File: src/rtl/alu_sequencer.sv
// ALU sequencer: accepts commands, drives an external combinational ALU,
// and returns one response per accepted command.
//
// Ports:
//   clk_i, rst_n_i           clock, async active-low reset
//   cmd_valid_i/cmd_ready_o  command handshake
//   cmd_op_i, cmd_a_i/b_i    opcode (0-7 ALU ops, 8 mul, 9-15 illegal), operands
//   alu_a_o/alu_b_o          operands to the external ALU
//   alu_control_o            3-bit ALU op code, zero-extended
//   alu_s_i, alu_flags_i     ALU result and {N,Z,C,V}, same cycle
//   rsp_valid_o/rsp_ready_i  response handshake
//   rsp_result_o, rsp_flags_o, rsp_err_o  response payload
module alu_sequencer #(
    parameter int BITS = 4
) (
    input  logic            clk_i,
    input  logic            rst_n_i,
    input  logic            cmd_valid_i,
    output logic            cmd_ready_o,
    input  logic [3:0]      cmd_op_i,
    input  logic [BITS-1:0] cmd_a_i,
    input  logic [BITS-1:0] cmd_b_i,
    output logic [BITS-1:0] alu_a_o,
    output logic [BITS-1:0] alu_b_o,
    output logic [BITS:0]   alu_control_o,
    input  logic [BITS-1:0] alu_s_i,
    input  logic [3:0]      alu_flags_i,
    output logic            rsp_valid_o,
    input  logic            rsp_ready_i,
    output logic [BITS-1:0] rsp_result_o,
    output logic [3:0]      rsp_flags_o,
    output logic            rsp_err_o
);

    localparam int CW = $clog2(BITS + 1);

    localparam logic [2:0] OP_ADD = 3'd0;
    localparam logic [2:0] OP_SHL = 3'd2;

    typedef enum logic [2:0] {
        S_IDLE,
        S_EXEC,
        S_MUL_ADD,
        S_MUL_SHIFT,
        S_RESP
    } state_t;

    state_t          r_state;
    logic [2:0]      r_op;
    // For mul, r_a doubles as the multiplicand and r_b as the multiplier.
    logic [BITS-1:0] r_a;
    logic [BITS-1:0] r_b;
    logic [BITS-1:0] r_acc;
    logic [CW-1:0]   r_count;

    logic            r_cmd_ready;
    logic            r_rsp_valid;
    logic [BITS-1:0] r_rsp_result;
    logic [3:0]      r_rsp_flags;
    logic            r_rsp_err;

    logic [BITS-1:0] w_alu_a;
    logic [BITS-1:0] w_alu_b;
    logic [2:0]      w_alu_op;

    // ALU drive is decoded from the state so it is zero whenever the
    // sequencer is idle, responding, or held in reset.
    always_comb begin
        w_alu_a  = '0;
        w_alu_b  = '0;
        w_alu_op = '0;
        unique case (r_state)
            S_EXEC: begin
                w_alu_a  = r_a;
                w_alu_b  = r_b;
                w_alu_op = r_op;
            end
            S_MUL_ADD: begin
                w_alu_a  = r_acc;
                w_alu_b  = r_a;
                w_alu_op = OP_ADD;
            end
            S_MUL_SHIFT: begin
                w_alu_a  = r_a;
                w_alu_b  = BITS'(1);
                w_alu_op = OP_SHL;
            end
            default: ;
        endcase
    end

    always_ff @(posedge clk_i or negedge rst_n_i) begin
        if (!rst_n_i) begin
            r_state      <= S_IDLE;
            r_op         <= '0;
            r_a          <= '0;
            r_b          <= '0;
            r_acc        <= '0;
            r_count      <= '0;
            r_cmd_ready  <= 1'b1;
            r_rsp_valid  <= 1'b0;
            r_rsp_result <= '0;
            r_rsp_flags  <= '0;
            r_rsp_err    <= 1'b0;
        end else begin
            unique case (r_state)
                S_IDLE: begin
                    if (cmd_valid_i) begin
                        r_op        <= cmd_op_i[2:0];
                        r_a         <= cmd_a_i;
                        r_b         <= cmd_b_i;
                        r_cmd_ready <= 1'b0;
                        if (!cmd_op_i[3]) begin
                            r_state <= S_EXEC;
                        end else if (cmd_op_i == 4'd8) begin
                            r_acc   <= '0;
                            r_count <= CW'(BITS);
                            r_state <= S_MUL_ADD;
                        end else begin
                            // Illegal opcode: answer right away with error.
                            r_rsp_valid  <= 1'b1;
                            r_rsp_result <= '0;
                            r_rsp_flags  <= '0;
                            r_rsp_err    <= 1'b1;
                            r_state      <= S_RESP;
                        end
                    end
                end
                S_EXEC: begin
                    r_rsp_valid  <= 1'b1;
                    r_rsp_result <= alu_s_i;
                    r_rsp_flags  <= alu_flags_i;
                    r_rsp_err    <= 1'b0;
                    r_state      <= S_RESP;
                end
                S_MUL_ADD: begin
                    if (r_b[0]) begin
                        r_acc <= alu_s_i;
                    end
                    r_state <= S_MUL_SHIFT;
                end
                S_MUL_SHIFT: begin
                    r_a     <= alu_s_i;
                    r_b     <= r_b >> 1;
                    r_count <= r_count - CW'(1);
                    if (r_count == CW'(1)) begin
                        // r_acc is final: the last add was the cycle before.
                        r_rsp_valid  <= 1'b1;
                        r_rsp_result <= r_acc;
                        r_rsp_flags  <= {r_acc[BITS-1], r_acc == '0, 2'b00};
                        r_rsp_err    <= 1'b0;
                        r_state      <= S_RESP;
                    end else begin
                        r_state <= S_MUL_ADD;
                    end
                end
                S_RESP: begin
                    if (rsp_ready_i) begin
                        r_rsp_valid <= 1'b0;
                        r_cmd_ready <= 1'b1;
                        r_state     <= S_IDLE;
                    end
                end
                default: begin
                    r_state     <= S_IDLE;
                    r_cmd_ready <= 1'b1;
                    r_rsp_valid <= 1'b0;
                end
            endcase
        end
    end

    assign cmd_ready_o   = r_cmd_ready;
    assign rsp_valid_o   = r_rsp_valid;
    assign rsp_result_o  = r_rsp_result;
    assign rsp_flags_o   = r_rsp_flags;
    assign rsp_err_o     = r_rsp_err;
    assign alu_a_o       = w_alu_a;
    assign alu_b_o       = w_alu_b;
    assign alu_control_o = {{(BITS-2){1'b0}}, w_alu_op};

endmodule

File: config.mk
export PLATFORM = sky130hd
export DESIGN_NAME = alu_sequencer
export DESIGN_NICKNAME = d
export VERILOG_FILES = /design/src/rtl/alu_sequencer.sv
export SDC_FILE = /design/constraint.sdc
export NUM_CORES = 1
export LEC_CHECK = 0
export CAP_MARGIN = 20
export CORE_MARGIN = 4
export CORE_UTILIZATION = 47
export DETAILED_ROUTE_END_ITERATION = 6
export GPL_TIMING_DRIVEN = 0
export PLACE_DENSITY = 0.77
export SYNTH_ARGS = -nofsm -noshare
export SYNTH_HDL_FRONTEND = slang
export SYNTH_SLANG_ARGS = --single-unit
File: constraint.sdc
create_clock -name clk_i -period 4.65 [get_ports clk_i]
set_input_delay 1.395 -clock clk_i [delete_from_list [all_inputs] [get_ports clk_i]]
set_output_delay 1.395 -clock clk_i [all_outputs]
set_load 0.1 [all_outputs]
* Word-level counts from Yosys, hierarchy flattened
Index checks and enable logic that the tools add are counted.
** Word-level totals
- Bits in registers :: 32
- Bits of input ports :: 24
- Output and inout port bits :: 24
- Logic and storage cells :: 82
** Cells by class
- $add $sub $neg :: 1
- Eq/ne operators :: 13
- Multiplexer cells :: 40
- Bitwise logic cells :: 2
- Reductions and logical operators :: 15
** Operator list (count)
- $mux W4 :: 11
- $pmux W4 S3 :: 3
- $pmux W4 S2 :: 4
- $mux W3 :: 8
- $pmux W3 S5 :: 1
- $ne A2 B2 Y1 const B :: 7
- $pmux W3 S2 :: 2
- $reduce_and A5 Y1 :: 2
- $mux W1 :: 8
- $eq A3 B1 Y1 const B :: 2
- $eq A3 B2 Y1 const B :: 2
- $pmux W1 S3 :: 2
- $reduce_and A2 Y1 :: 3
- $reduce_and A6 Y1 :: 1
- $pmux W1 S5 :: 1
- $eq A4 B4 Y1 const B :: 1
- $logic_not A4 Y1 :: 1
- $reduce_and A4 Y1 :: 1
- $reduce_bool A2 Y1 :: 2
- $eq A3 B3 Y1 const B :: 1
- $logic_not A3 Y1 :: 1
- $reduce_and A3 Y1 :: 1
- $reduce_bool A3 Y1 :: 1
- $reduce_or A3 Y1 :: 1
- 3 further kinds :: 4

* Depth between registers and ports, before layout
- Depth after elaboration :: 5
- Gate-level depth with buffers :: 6
- Gate-level depth less buffers :: 5

* Worst setup path before layout
Ideal clock, no wire load.
- Path type :: reg2out
- From :: register r_state[0]
- To :: output alu_b_o[0]
- Arrival time :: 2479 ps
- Data required time :: 3255 ps
- Slack :: 776 ps
- Stages on the path, launching flop included :: 5
- Path buffers :: 2
- Path through :: dfrtp_1 > clkbuf_1 > buf_2 > o21ai_0 > a21oi_1
** On the way
- Word-level cells in the longest chain between the ends :: 2
- Elaborated cells on any way between the ends :: 4
- Those cells by class :: eq/ne: 3; mux: 1
** RTL lines
- start: declaration :: line 48 : state_t r_state;
- start signal: assignment :: line 94 : r_state <= S_IDLE;
- start signal: assignment :: line 114 : r_state <= S_EXEC;
- start signal: assignment :: line 118 : r_state <= S_MUL_ADD;
- $eq A3 B2 Y1 / $eq A3 B1 Y1 (equally long branches) :: line 72 : unique case (r_state)
- $pmux W4 S3 * :: line 72
- end: declaration :: line 24 : output logic [BITS-1:0] alu_b_o,
Every way passes the cells marked *; elsewhere a longest branch is shown, timed or not.

* Final worst setup path
Same ends and word-level chain as after synthesis.

==> metrics.md <==
| Metric | Value |
|---|---|
| Total wire length | `approximately 4.8 mm` |
| Synth unique cells | `slightly below 50` |
| Slew Viols, Final | `0` |
| Slew @ Worst Pin | `slightly below 1 ns` |
| Fmax | `about 230 MHz` |
| Most frequent cells in the layout | `clkdlybuf4s50_1 (43), dfrtp_1 (31), nand2_1 (24)` |
| Yosys reg bits | `32` |
| P&R area growth vs syn | `31.4%` |
| Syn. warnings | `0` |
| Final hold vios | `0` |
| Detailed Routing Iterations Pass 1 | `4` |
| Avg WL per Cell | `around 15 um` |
| Critical Path Sink Type | `output port` |
| Worst path max stage delay | `1.16 ns` |
| Startpoint Class | `flip-flop` |
| CP cell instances | `clkbuf_1, buf_2, o21ai_0, a21oi_1, clkdlybuf4s50_1` |
| Diode count | `0` |
| Post-Syn Instances | `approximately 210` |
| Worst EP arrival | `2.91 ns` |
| LEAKAGE | `slightly above 1 nW` |
| Vias in the first global route | `roughly 1800` |
| Peak supply drop | `0.000398 V` |
| Crit Path Max Fanout | `10` |
| Commonest non-fill, non-tap cell in the layout | `clkdlybuf4s50_1` |
| Status | `completed` |
| Avg Synthesized Cell Area | `about 9.1 sq um` |
| Tot Pwr | `between 1.5 and 2 mW` |
| Reg clk slew, reported paths | `around 0.06 ns` |
| Pin count of the biggest net entering global routing | `33` |
| Die height | `between 70 and 80 um` |
| Post-synth ARST share | `1.00` |
| CTS tree | `yes` |
| Port buffer count | `44` |
| RSZ-0062 raised after global routing | `false` |
| Hold_buf cts | `0` |
| H-tree levels | `2` |
| CTS Buf Count | `5` |
| DRC Markers | `0` |
| Power per cell area | `between 600 and 700 nW/um^2` |
| Worst min path class | `flip-flop to flip-flop` |
| Core ar. | `about 3800 sq um` |
| Post-CTS Setup Inserts | `0` |
| CTS resizes | `0` |
| FP Rows | `22` |
| Die Wd | `71.2 um` |
| Total track usage | `0.204` |
| Final setup violation count | `0` |
| Synth Cell Area | `1880 sq um` |
| Share of cells above drive strength 1 | `0.0962` |
| CTS Buffer Depth | `2` |
| Largest area contributor in the netlist | `dfrtp_1` |
| First-pass GRT wire length | `8.25 mm` |
| Fin crit period | `4.31 ns` |
| Post-layout util | `0.654` |
| Setup TNS | `0 ns` |
| Final HPWL DP | `around 3.5 mm` |
| # clock sinks | `32` |
| DR vias/cell | `roughly 5.6` |
| Synth Flop Type | `dfrtp_1` |
| Clk_skew | `around 0.0019 ns` |
| RePlAce Congestion | `0.847` |
| Part of the cycle the worst path needs | `0.926` |
| ANT nets after route | `0` |
| Boundary pin count | `48` |
| Initial core utilization | `0.498` |
| CTS root buffer | `clkbuf_8` |
| Total gr overflow | `0` |
| Vias | `about 1700` |
| WP data required | `~3.3 ns` |
| Fin nets | `roughly 290` |
| Max Cap Violations | `0` |
| Initial antenna violation count | `0` |
| CP Class | `flip-flop to output port` |
| Crit-path slowest cell | `clkdlybuf4s50_1` |
| Sequential fraction of the synthesis area | `0.427` |
| Slew HR | `0.337` |
| Number of flops mapped to enable cells by yosys | `0` |
| Top cells by area, synth | `dfrtp_1 (41%), mux2i_1 (4.8%), nand2_1 (4.8%), a21oi_1 (4.5%), a211oi_1 (2.8%)` |
| Worst skew pair latency | `0.29 ns` |
| Area share of the largest cell type after synthesis | `0.413` |
| Initial DRC count | `between 90 and 100` |
| Die ar. | `5070 sq um` |
==> cells in the mapped netlist (3+ instances only) <==
library cell and count:
dfrtp_1 31, nand2_1 24, a21oi_1 17, inv_1 14, mux2i_1 9, nor2_1 8, nor2b_1 8, o21ai_0 8
o22ai_1 8, a211oi_1 7, nand3_1 7, a221o_1 5, buf_2 5, nand2b_1 5, nor3_1 5, o211ai_1 5
a22oi_1 3
==> power breakdown <==
group          internal (mW)  switching [mW]
sequential             0.400          0.0993
clock                  0.121          0.0999
combinational          0.262           0.671
==> final cells by class <==
class,count,area (sq um)
buffer,13,72.6
clock buffer,8,90.1
fill,334,1310
inverter,15,56.3
multi-input combinational,148,950
sequential,32,802
tap,48,60.1
timing repair buffer,44,435
==> stage by stage <==
stage	instances	worst slack (ns)	hold WS [ns]	instance area [sq um]
after global routing	308	0.179	0.505	2470
after floorplan	208	0.776	0.438	1880
after detailed placement	300	0.730	0.465	2380
final	308	0.344	0.473	2470
after global placement	300	0.685	0.453	2380
after CTS	308	0.391	0.480	2470
==> state kept, by name, indices dropped and copies added, names as in the netlist <==
name / flops
r_b: 4
r_a: 4
rsp_err_o: 1
cmd_ready_o: 1
rsp_flags_o: 4
r_op: 3
r_count: 3
rsp_result_o: 4
rsp_valid_o: 1
r_state: 3
r_acc: 4
==> path summary, 6_finish.rpt <==
path	start	to	slack, ns	cells past startpoint
max in group asynchronous	rst_n_i	r_a[3]	3.02	1
min in group asynchronous	rst_n_i	r_op[2]	1.16	1
hold / removal	r_op[2]	r_op[2]	0.47	2
hold reg to reg	r_op[2]	r_op[2]	0.47	2
setup / recovery	r_state[0]	alu_b_o[0]	0.34	5
setup reg to reg	r_state[0]	r_a[1]	2.90	4
==> per-layer routing <==
metal / GRT usage / vias up / share of wire
met5: 0 / - / 0
met2: 0.322 / 62 / 0.45
met1: 0.274 / 812 / 0.47
met3: 0.0682 / 3 / 0.067
met4: 0.0397 / 0 / 0.0057
li1: - / 852 / -
==> worst max-delay path: cells and delay by family, from the launching register on <==
family,cells,cell delay (ns)
AO/OA/AOI/OAI,2,0.28
buffers and inverters,3,1.87
flip-flops,1,0.48
==> kinds of logic after synthesis <==
logic type	Yosys count	synth area share
adder cells (fa/ha/maj)	2	0.0133
AO/OA/AOI/OAI	63	0.224
AND/OR/NAND/NOR	72	0.217
multiplexers	9	0.0480
buffers and inverters	28	0.0687
flip-flops	32	0.427
other	1	0.00200
Note: power is estimated with default switching activity, not from simulation.
